File: config.mk
export PLATFORM = sky130hd
export DESIGN_NAME = ama_riscv_pipe_ctrl
export DESIGN_NICKNAME = d
export VERILOG_FILES = /design/src/rtl/ama_riscv_pipe_ctrl.sv
export SDC_FILE = /design/constraint.sdc
export NUM_CORES = 1
export LEC_CHECK = 0
export CAP_MARGIN = 0
export CORE_ASPECT_RATIO = 1.4
export CORE_UTILIZATION = 37
export CTS_BUF_LIST = sky130_fd_sc_hd__clkbuf_16
export DETAILED_ROUTE_END_ITERATION = 10
export DONT_BUFFER_PORTS = 1
export PLACE_DENSITY = 0.55
export REMOVE_ABC_BUFFERS = 1
export SLEW_MARGIN = 20
export SYNTH_ARGS = -nofsm -noshare
export SYNTH_HDL_FRONTEND = slang
export SYNTH_SLANG_ARGS = --single-unit
File: constraint.sdc
create_clock -name clk -period 2 [get_ports clk]
set_input_delay 0.1 -clock clk [delete_from_list [all_inputs] [get_ports clk]]
set_output_delay 0.1 -clock clk [all_outputs]
set_load 0.02 [all_outputs]
File: src/rtl/ama_riscv_pipe_ctrl.sv
`default_nettype none
// ============================================================================
// Module      : ama_riscv_pipe_ctrl
// Description : Central pipeline sequencer for the 5-stage AMA-RISCV core.
//               Runs the post-reset pipe-clear sequence, branch/jump
//               stall-and-redirect, load-use bubble insertion and the
//               dmem-busy freeze. All control outputs are combinational from
//               the current state and inputs, so no latency is added.
// Revision    : 1.0 - initial release
// ----------------------------------------------------------------------------
// Parameters
//   RST_SEQ_LEN    cycles after reset release that downstream stages are
//                  held clear (1..7)
//   LDU_STALL_CYC  bubble cycles spent in LDU per load-use hazard (1..3)
//   PERF_W         performance counter width (performance build only)
// Ports
//   clk, rst                         clock, async active-low reset
//   branch_inst_id, jump_inst_id     ID-stage control-flow class flags
//   branch_taken_ex                  EX branch resolution (used in BR_RES)
//   load_inst_ex, rd_ex              EX load flag and destination register
//   rs1_id, rs2_id, rs*_used_id      ID source registers and usage flags
//   dmem_busy                        data memory not ready
//   stall_if/id/ex                   hold PC/IF, ID, EX pipe registers
//   clear_id/ex/mem                  load a NOP into that pipe register
//   pc_start, pc_redirect            PC source selects
//   state                            current FSM state (debug)
//   perf_stall_cyc, perf_flush_cnt,  saturating counters, present only when
//   perf_freeze_cyc                  AMA_RISCV_PIPE_CTRL_PERF_EN is defined
// Build option
//   AMA_RISCV_PIPE_CTRL_PERF_EN      adds the performance counters
// ============================================================================
module ama_riscv_pipe_ctrl #(
  parameter int RST_SEQ_LEN   = 3,
  parameter int LDU_STALL_CYC = 1
`ifdef AMA_RISCV_PIPE_CTRL_PERF_EN
  ,
  parameter int PERF_W        = 32
`endif
) (
  input  logic        clk,
  input  logic        rst,
  input  logic        branch_inst_id,
  input  logic        jump_inst_id,
  input  logic        branch_taken_ex,
  input  logic        load_inst_ex,
  input  logic [4:0]  rd_ex,
  input  logic [4:0]  rs1_id,
  input  logic [4:0]  rs2_id,
  input  logic        rs1_used_id,
  input  logic        rs2_used_id,
  input  logic        dmem_busy,
  output logic        stall_if,
  output logic        stall_id,
  output logic        stall_ex,
  output logic        clear_id,
  output logic        clear_ex,
  output logic        clear_mem,
  output logic        pc_start,
  output logic        pc_redirect,
  output logic [2:0]  state
`ifdef AMA_RISCV_PIPE_CTRL_PERF_EN
  ,
  output logic [PERF_W-1:0] perf_stall_cyc,
  output logic [PERF_W-1:0] perf_flush_cnt,
  output logic [PERF_W-1:0] perf_freeze_cyc
`endif
);

  typedef enum logic [2:0] {
    S_RST_SEQ = 3'd0,
    S_RUN     = 3'd1,
    S_BR_RES  = 3'd2,
    S_LDU     = 3'd3,
    S_FREEZE  = 3'd4
  } state_t;

  localparam logic [2:0] c_SEQ_INIT = 3'(RST_SEQ_LEN);
  localparam logic [1:0] c_LDU_INIT = 2'(LDU_STALL_CYC - 1);

  // --------------------------------------------------------------------------
  // Reset synchroniser: assertion is immediate, release is seen on the 2nd
  // rising edge after rst goes high.
  // --------------------------------------------------------------------------
  logic [1:0] r_rst_sync;
  logic       w_rst_n;

  always_ff @(posedge clk or negedge rst) begin
    if (!rst) begin
      r_rst_sync <= 2'b00;
    end else begin
      r_rst_sync <= {r_rst_sync[0], 1'b1};
    end
  end

  assign w_rst_n = r_rst_sync[1];

  // --------------------------------------------------------------------------
  // State and next-state
  // --------------------------------------------------------------------------
  state_t     r_state;
  logic [2:0] r_seq_cnt;
  logic [1:0] r_ldu_cnt;
  logic       r_jump_q;

  state_t     w_state_nxt;
  logic [2:0] w_seq_nxt;
  logic [1:0] w_ldu_nxt;
  logic       w_jump_nxt;
  logic       w_ldu_hazard;
  logic       w_run_eval;
  int         w_seq_cnt_int;

  // A write to x0 is never a real dependency.
  assign w_ldu_hazard = load_inst_ex && (rd_ex != 5'd0) &&
                        ((rs1_used_id && (rs1_id == rd_ex)) ||
                         (rs2_used_id && (rs2_id == rd_ex)));

  // FREEZE releasing behaves exactly like a RUN cycle, so both share the
  // RUN decision logic.
  assign w_run_eval = (r_state == S_RUN) ||
                      ((r_state == S_FREEZE) && !dmem_busy);

  assign w_seq_cnt_int = int'(r_seq_cnt);
  assign state         = r_state;

  always_comb begin
    stall_if    = 1'b0;
    stall_id    = 1'b0;
    stall_ex    = 1'b0;
    clear_id    = 1'b0;
    clear_ex    = 1'b0;
    clear_mem   = 1'b0;
    pc_start    = 1'b0;
    pc_redirect = 1'b0;
    w_state_nxt = r_state;
    w_seq_nxt   = r_seq_cnt;
    w_ldu_nxt   = r_ldu_cnt;
    w_jump_nxt  = r_jump_q;

    if (w_run_eval) begin
      w_state_nxt = S_RUN;
      if (dmem_busy) begin
        stall_if    = 1'b1;
        stall_id    = 1'b1;
        stall_ex    = 1'b1;
        clear_mem   = 1'b1;
        w_state_nxt = S_FREEZE;
      end else if (w_ldu_hazard) begin
        stall_if    = 1'b1;
        stall_id    = 1'b1;
        clear_ex    = 1'b1;
        w_state_nxt = S_LDU;
        w_ldu_nxt   = c_LDU_INIT;
      end else if (branch_inst_id || jump_inst_id) begin
        // The instruction fetched behind the control-flow op is discarded.
        stall_if    = 1'b1;
        clear_id    = 1'b1;
        w_state_nxt = S_BR_RES;
        w_jump_nxt  = jump_inst_id;
      end
    end else begin
      case (r_state)
        S_RST_SEQ: begin
          // Stages are released one per cycle, front to back.
          pc_start  = (r_seq_cnt == c_SEQ_INIT);
          clear_id  = (w_seq_cnt_int > RST_SEQ_LEN - 1);
          clear_ex  = (w_seq_cnt_int > RST_SEQ_LEN - 2);
          clear_mem = (r_seq_cnt != 3'd0);
          if (r_seq_cnt <= 3'd1) begin
            w_state_nxt = S_RUN;
            w_seq_nxt   = 3'd0;
          end else begin
            w_seq_nxt   = r_seq_cnt - 3'd1;
          end
        end

        S_BR_RES: begin
          pc_redirect = r_jump_q || branch_taken_ex;
          clear_id    = r_jump_q || branch_taken_ex;
          if (dmem_busy) begin
            // Redirect is still taken; the rest of the pipe freezes with
            // a bubble behind EX, as in FREEZE.
            stall_if    = 1'b1;
            stall_id    = 1'b1;
            stall_ex    = 1'b1;
            clear_mem   = 1'b1;
            w_state_nxt = S_FREEZE;
          end else begin
            w_state_nxt = S_RUN;
          end
        end

        S_LDU: begin
          if (dmem_busy) begin
            // The load finishes during the freeze, so the remaining
            // bubbles are no longer needed.
            stall_if    = 1'b1;
            stall_id    = 1'b1;
            stall_ex    = 1'b1;
            clear_mem   = 1'b1;
            w_state_nxt = S_FREEZE;
            w_ldu_nxt   = 2'd0;
          end else begin
            stall_if = 1'b1;
            stall_id = 1'b1;
            clear_ex = 1'b1;
            if (r_ldu_cnt == 2'd0) begin
              w_state_nxt = S_RUN;
            end else begin
              w_ldu_nxt   = r_ldu_cnt - 2'd1;
            end
          end
        end

        S_FREEZE: begin
          // Only reached with dmem_busy=1; release goes through w_run_eval.
          stall_if  = 1'b1;
          stall_id  = 1'b1;
          stall_ex  = 1'b1;
          clear_mem = 1'b1;
        end

        default: begin
          w_state_nxt = S_RUN;
        end
      endcase
    end
  end

  always_ff @(posedge clk or negedge w_rst_n) begin
    if (!w_rst_n) begin
      r_state   <= S_RST_SEQ;
      r_seq_cnt <= c_SEQ_INIT;
      r_ldu_cnt <= 2'd0;
      r_jump_q  <= 1'b0;
    end else begin
      r_state   <= w_state_nxt;
      r_seq_cnt <= w_seq_nxt;
      r_ldu_cnt <= w_ldu_nxt;
      r_jump_q  <= w_jump_nxt;
    end
  end

`ifdef AMA_RISCV_PIPE_CTRL_PERF_EN
  // --------------------------------------------------------------------------
  // Saturating performance counters
  // --------------------------------------------------------------------------
  logic [PERF_W-1:0] r_perf_stall;
  logic [PERF_W-1:0] r_perf_flush;
  logic [PERF_W-1:0] r_perf_freeze;

  always_ff @(posedge clk or negedge w_rst_n) begin
    if (!w_rst_n) begin
      r_perf_stall  <= '0;
      r_perf_flush  <= '0;
      r_perf_freeze <= '0;
    end else begin
      if (stall_if && (r_state != S_RST_SEQ) && (r_perf_stall != '1)) begin
        r_perf_stall <= r_perf_stall + 1'b1;
      end
      if (pc_redirect && (r_perf_flush != '1)) begin
        r_perf_flush <= r_perf_flush + 1'b1;
      end
      if ((r_state == S_FREEZE) && (r_perf_freeze != '1)) begin
        r_perf_freeze <= r_perf_freeze + 1'b1;
      end
    end
  end

  assign perf_stall_cyc  = r_perf_stall;
  assign perf_flush_cnt  = r_perf_flush;
  assign perf_freeze_cyc = r_perf_freeze;
`endif

endmodule
`default_nettype wire
# ---- Word-level counts from Yosys, hierarchy flattened
# Cells that the tools add are included.
dict set report word_totals {
  wordCells 88
  out_inout_bits 11
  regBits 11
}
dict set report classes {
  n_eq_ne 13
  reduce_logical 21
  n_bitwise 3
  n_addsub 2
  mux 41
  magnitude_cmp 3
}
# op count
set op_table {}
lappend op_table {{$mux 3} 7}
lappend op_table {{$mux 1} 20}
lappend op_table {{$mux 2} 8}
lappend op_table {{$pmux 3 s4} 1}
lappend op_table {{$eq 5x5->1} 2}
lappend op_table {{$eq 3x2->1 const B} 3}
lappend op_table {{$pmux 1 s2} 4}
lappend op_table {{$reduce_and 4->1} 2}
lappend op_table {{$ne 2x2->1 const B} 3}
lappend op_table {{$ne 3x3->1 const B} 2}
lappend op_table {{$logic_and 1x1->1} 5}
lappend op_table {{$reduce_bool 5->1} 1}
lappend op_table {{$logic_or 1x1->1} 4}
lappend op_table {{$ne 4x4->1 const B} 1}
lappend op_table {{$reduce_or 2->1} 2}
lappend op_table {{$eq 3x1->1 const B} 1}
lappend op_table {{$eq 3x3->1 const B} 1}
lappend op_table {{$gt 3x1->1 const B} 1}
lappend op_table {{$gt 3x2->1 const B} 1}
lappend op_table {{$le 3x1->1 const B} 1}
lappend op_table {{$logic_not 3->1} 1}
lappend op_table {{$not 1->1} 3}
lappend op_table {{$pmux 1 s3} 1}
lappend op_table {{$reduce_and 3->1} 1}
lappend op_table {{other kinds (7)} 7}

# ---- Logic depth before layout (Yosys ltp)
dict set report depth {
  depth_word 7
  depth_mapped 6
}

# ---- Least setup slack after synthesis
# Ideal clock, no wire load.
dict set report synth_timing {
  kind {register to output}
  start {register r_state[2] (netlist: state[2])}
  end {output clear_id}
  slack_ps 42
  stages_incl_launch_ff 4
  arrival_time_ps 1858
  n_path_buf 1
  cell_sequence {dfrtp_1 clkbuf_1 nor4b_1 a221o_1}
}
dict set report synth_via {
  elab_chain_len 4
  word_cells_on_any_way 8
  classes_between {eq/ne: 3; mux: 2; reduce/logical: 3}
}
# element line
set synth_rtl {}
lappend synth_rtl {{start, declared} 100} ;# state_t r_state;
lappend synth_rtl {{start signal, assigned} 237} ;# r_state <= w_state_nxt;
lappend synth_rtl {{parallel branches: the longest is 3 deep, another holds $eq 3x2->1} -}
lappend synth_rtl {{$mux 1 *} 140} ;# if (w_run_eval) begin
lappend synth_rtl {{end, declared} 55} ;# output logic clear_id,
# Every way passes the cells marked *.

# ---- Worst setup path in the final report
dict set report layout_timing {
  start {register r_seq_cnt[1]}
  end {output clear_ex}
}
dict set report layout_via {
  elab_chain_len 3
}
# element line
set layout_rtl {}
lappend layout_rtl {{start, declared} 101} ;# logic [2:0] r_seq_cnt;
lappend layout_rtl {{start signal, assigned} 233} ;# r_seq_cnt <= c_SEQ_INIT;
lappend layout_rtl {{start signal, assigned} 238} ;# r_seq_cnt <= w_seq_nxt;
lappend layout_rtl {{$gt 3x1->1} 167} ;# clear_ex = (w_seq_cnt_int > RST_SEQ_LEN - 2);
lappend layout_rtl {{$pmux 1 s2} 162} ;# case (r_state)
lappend layout_rtl {{$mux 1} 140}
lappend layout_rtl {{end, declared} 56} ;# output logic clear_ex,
# No other way between the ends.

==> results.json <==
{
  "cts_sinks": 11,
  "clk_transition_reported_paths_ns": 0.04,
  "grt_pass1_vias": 806,
  "critical_path.reg2reg.startpoint": "state[0]",
  "met1_usage_grt_pct": 17.2,
  "number_of_cell_instances_on_the_worst_register_to_register_path": 4,
  "r2r_end": "r_seq_cnt[2]",
  "postLayoutSetupSlackWorst_ns": 0.106,
  "final.min_clock_period_ns": 1.89,
  "syn-cell-area_um2": 885,
  "htree_num_levels": 1,
  "detailedRoute.firstIterationViolations": 26,
  "synthesis.yosys.warnings": 0,
  "mostFrequentLayoutCell": "sky130_fd_sc_hd__buf_4",
  "met3_usage_pct": 6.34,
  "failed_checks": "DRC",
  "worstMarginPinSlew_ns": 0.597,
  "cts_root_buf": "sky130_fd_sc_hd__clkbuf_16",
  "power.static_leakage_nw": 0.467,
  "critPathMaxFanout": 4,
  "antenna_cells": 0,
  "placement.io_buffers": 0,
  "busiest_layer": "met2",
  "gp_congestion": 0.755,
  "final_min_period_over_clock_period_pct": 94.7,
  "number_of_nets_in_the_finished_design": 147,
  "final_hold_viol_count": 0,
  "synth_area_leaders": "sky130_fd_sc_hd__dfrtp_1 25%, sky130_fd_sc_hd__xnor2_1 9.9%, sky130_fd_sc_hd__ha_1 8.5%",
  "stdcell_count": 138,
  "floorplan.die_area_um2": 2590,
  "power-per-cell-area_nw_per_um2": 1570,
  "final-max-slew-violation-count": 0,
  "postSynthAreaPerCell_um2": 8.76,
  "layout-area-overhead-vs-synth_pct": 22.8,
  "use_met2_pct": 33.8,
  "grt_use_total_pct": 18.2,
  "cts_made_buffers": 3,
  "ir_worst_vdd_mv": 0.935,
  "drt-total-wl_um": 2110,
  "final.setup.tns_ns": 0,
  "drive_gt1_share_pct": 21.6,
  "drt_drc_violations_left": 10,
  "hp-class": "in2reg",
  "grt_pass1_wl_um": 3400,
  "finalPower_mw": 1.70,
  "layout.core_utilization_pct": 48.8,
  "synth-seq-area-share_pct": 31.4,
  "slew_headroom_pct": 59.9,
  "ys_types": 40,
  "boundaryPins": 35,
  "dp_cells": 128,
  "worstSetupEndpointType": "output port",
  "place.detailed.hpwl_um": 1690,
  "yosys.area.top_type": "sky130_fd_sc_hd__dfrtp_1",
  "detailroute.via_count": 803,
  "post_synth_inst_count": 101,
  "grt_overflow": 0,
  "tritoncts": "built",
  "height_of_the_die_um": 59.9,
  "cp_data_required_time_ns": 1.90,
  "clock.fmax_mhz": 528,
  "synth_edf_count": 0,
  "grt_max_degree": 13,
  "antenna_left": 0,
  "finish.instance_area_um2": 1090,
  "crit_end": "clear_ex",
  "worst_path_class_setup": "reg2out",
  "floorplan.core_area_um2": 2230,
  "place_area_um2": 953,
  "netlist.area_leader.share_pct": 25.5,
  "holdWs_ns": 0.0226,
  "initial_utilization_pct": 39.7,
  "synth_async_sr_flop_share_pct": 100,
  "clk-insertion-delay-late_ns": 0.24,
  "finalSetupViolations": 0,
  "die_w_um": 43.3,
  "layout.cells.most_common_list": "11 x sky130_fd_sc_hd__buf_4, 10 x sky130_fd_sc_hd__xnor2_1, 9 x sky130_fd_sc_hd__inv_1, 8 x sky130_fd_sc_hd__nor2_1, 8 x sky130_fd_sc_hd__dfrtp_1",
  "synth_flop_cell": "sky130_fd_sc_hd__dfrtp_1",
  "timing.critical_path.arrival_ns": 1.79,
  "skew_ns": 0.00404,
  "reg_to_reg_slack_setup_ns": 0.30,
  "drt-wirelength-per-cell_um": 15.3,
  "run_status": "complete, but fails checks",
  "row_count": 20,
  "cts.path.max_buffers": 2,
  "yosys_register_bits": 11,
  "setup.worst_path.start": "r_seq_cnt[1]",
  "antenna_found_initial": 0,
  "max_cap_violations": 0,
  "routed_via_density": 5.82,
  "first_pass_iters": 7,
  "critPathLaunchType": "flop",
  "post-place-ws_ns": 0.279
}
cell families after synthesis:
group           Yosys count  synth area share, %
simple gates             32                 19.5
compound gates           29                 23.5
flops                    11                 31.4
buf+inv                  11                 5.52
xor+xnor                 10                 9.90
fa+ha+maj                 6                 8.49
other cells               1                0.424
mux                       1                 1.27
cell usage after synthesis (2+ instances only):
cell                       instances
sky130_fd_sc_hd__a31oi_1           2
sky130_fd_sc_hd__and3_1            2
sky130_fd_sc_hd__a21oi_1           4
sky130_fd_sc_hd__nor2_1            8
sky130_fd_sc_hd__o21ai_0           8
sky130_fd_sc_hd__nand4_1           2
sky130_fd_sc_hd__ha_1              6
sky130_fd_sc_hd__dfstp_2           2
sky130_fd_sc_hd__xnor2_1          10
sky130_fd_sc_hd__clkbuf_1          2
sky130_fd_sc_hd__o21bai_1          3
sky130_fd_sc_hd__inv_1             8
sky130_fd_sc_hd__dfrtp_1           9
sky130_fd_sc_hd__nor3_1            3
sky130_fd_sc_hd__nand2_1           6
sky130_fd_sc_hd__a31o_1            2
registers in the layout (all words and copies together) (netlist names):
register    flops
r_jump_q        1
r_ldu_cnt       2
r_rst_sync      2
r_seq_cnt       3
state           3
worst min path at each step:
stage / start / to / slack, ns / depth (start not counted)
2_1_floorplan: rst / r_rst_sync[0] / -0.20 / 0
3_3_place_gp: rst / r_rst_sync[0] / -0.20 / 0
3_5_place_dp: rst / r_rst_sync[0] / -0.20 / 0
4_1_cts: dmem_busy / state[2] / 0.02 / 1
5_1_grt: dmem_busy / state[2] / 0.03 / 1
6_report: dmem_busy / state[2] / 0.02 / 1
power by group:
group / total, mW / internal [mW] / switching, mW
logic: 0.894 / 0.403 / 0.491
registers: 0.447 / 0.323 / 0.124
clock network: 0.360 / 0.262 / 0.0975
what timing repair did:
action	4_1_cts	5_1_grt
resized for setup	0	2
hold endpoints to repair	4	0
endpoints found under the setup margin	0	1
hold buffers	3	0
buffers inserted	0	3
final cells by class:
class                           instances  area [µm²]
Fill cell                             227        1140
Multi-Input combinational cell         79         558
Tap cell                               22        27.5
Clock inverter                          1        3.75
Timing Repair Buffer                   14         113
Clock buffer                            3        75.1
Sequential cell                        11         279
Inverter                                8        30.0
critical path, cell delays in order (launching register included):
cell and delay (ns):
sky130_fd_sc_hd__dfstp_2 0.55, sky130_fd_sc_hd__inv_1 0.09, sky130_fd_sc_hd__ha_1 0.18, sky130_fd_sc_hd__o21bai_1 0.17, sky130_fd_sc_hd__nand2b_1 0.17, sky130_fd_sc_hd__a21oi_1 0.10, sky130_fd_sc_hd__o21ai_1 0.14, sky130_fd_sc_hd__buf_4 0.16
per-layer routing:
| metal | share of wire, % | routed length [µm] |
|---|---|---|
| met3 | 9.0 | 189 |
| met1 | 37 | 789 |
| met4 | 1.7 | 36 |
| met5 | 0 | 0 |
| met2 | 52 | 1090 |
Note: power is estimated with default switching activity, not from simulation.
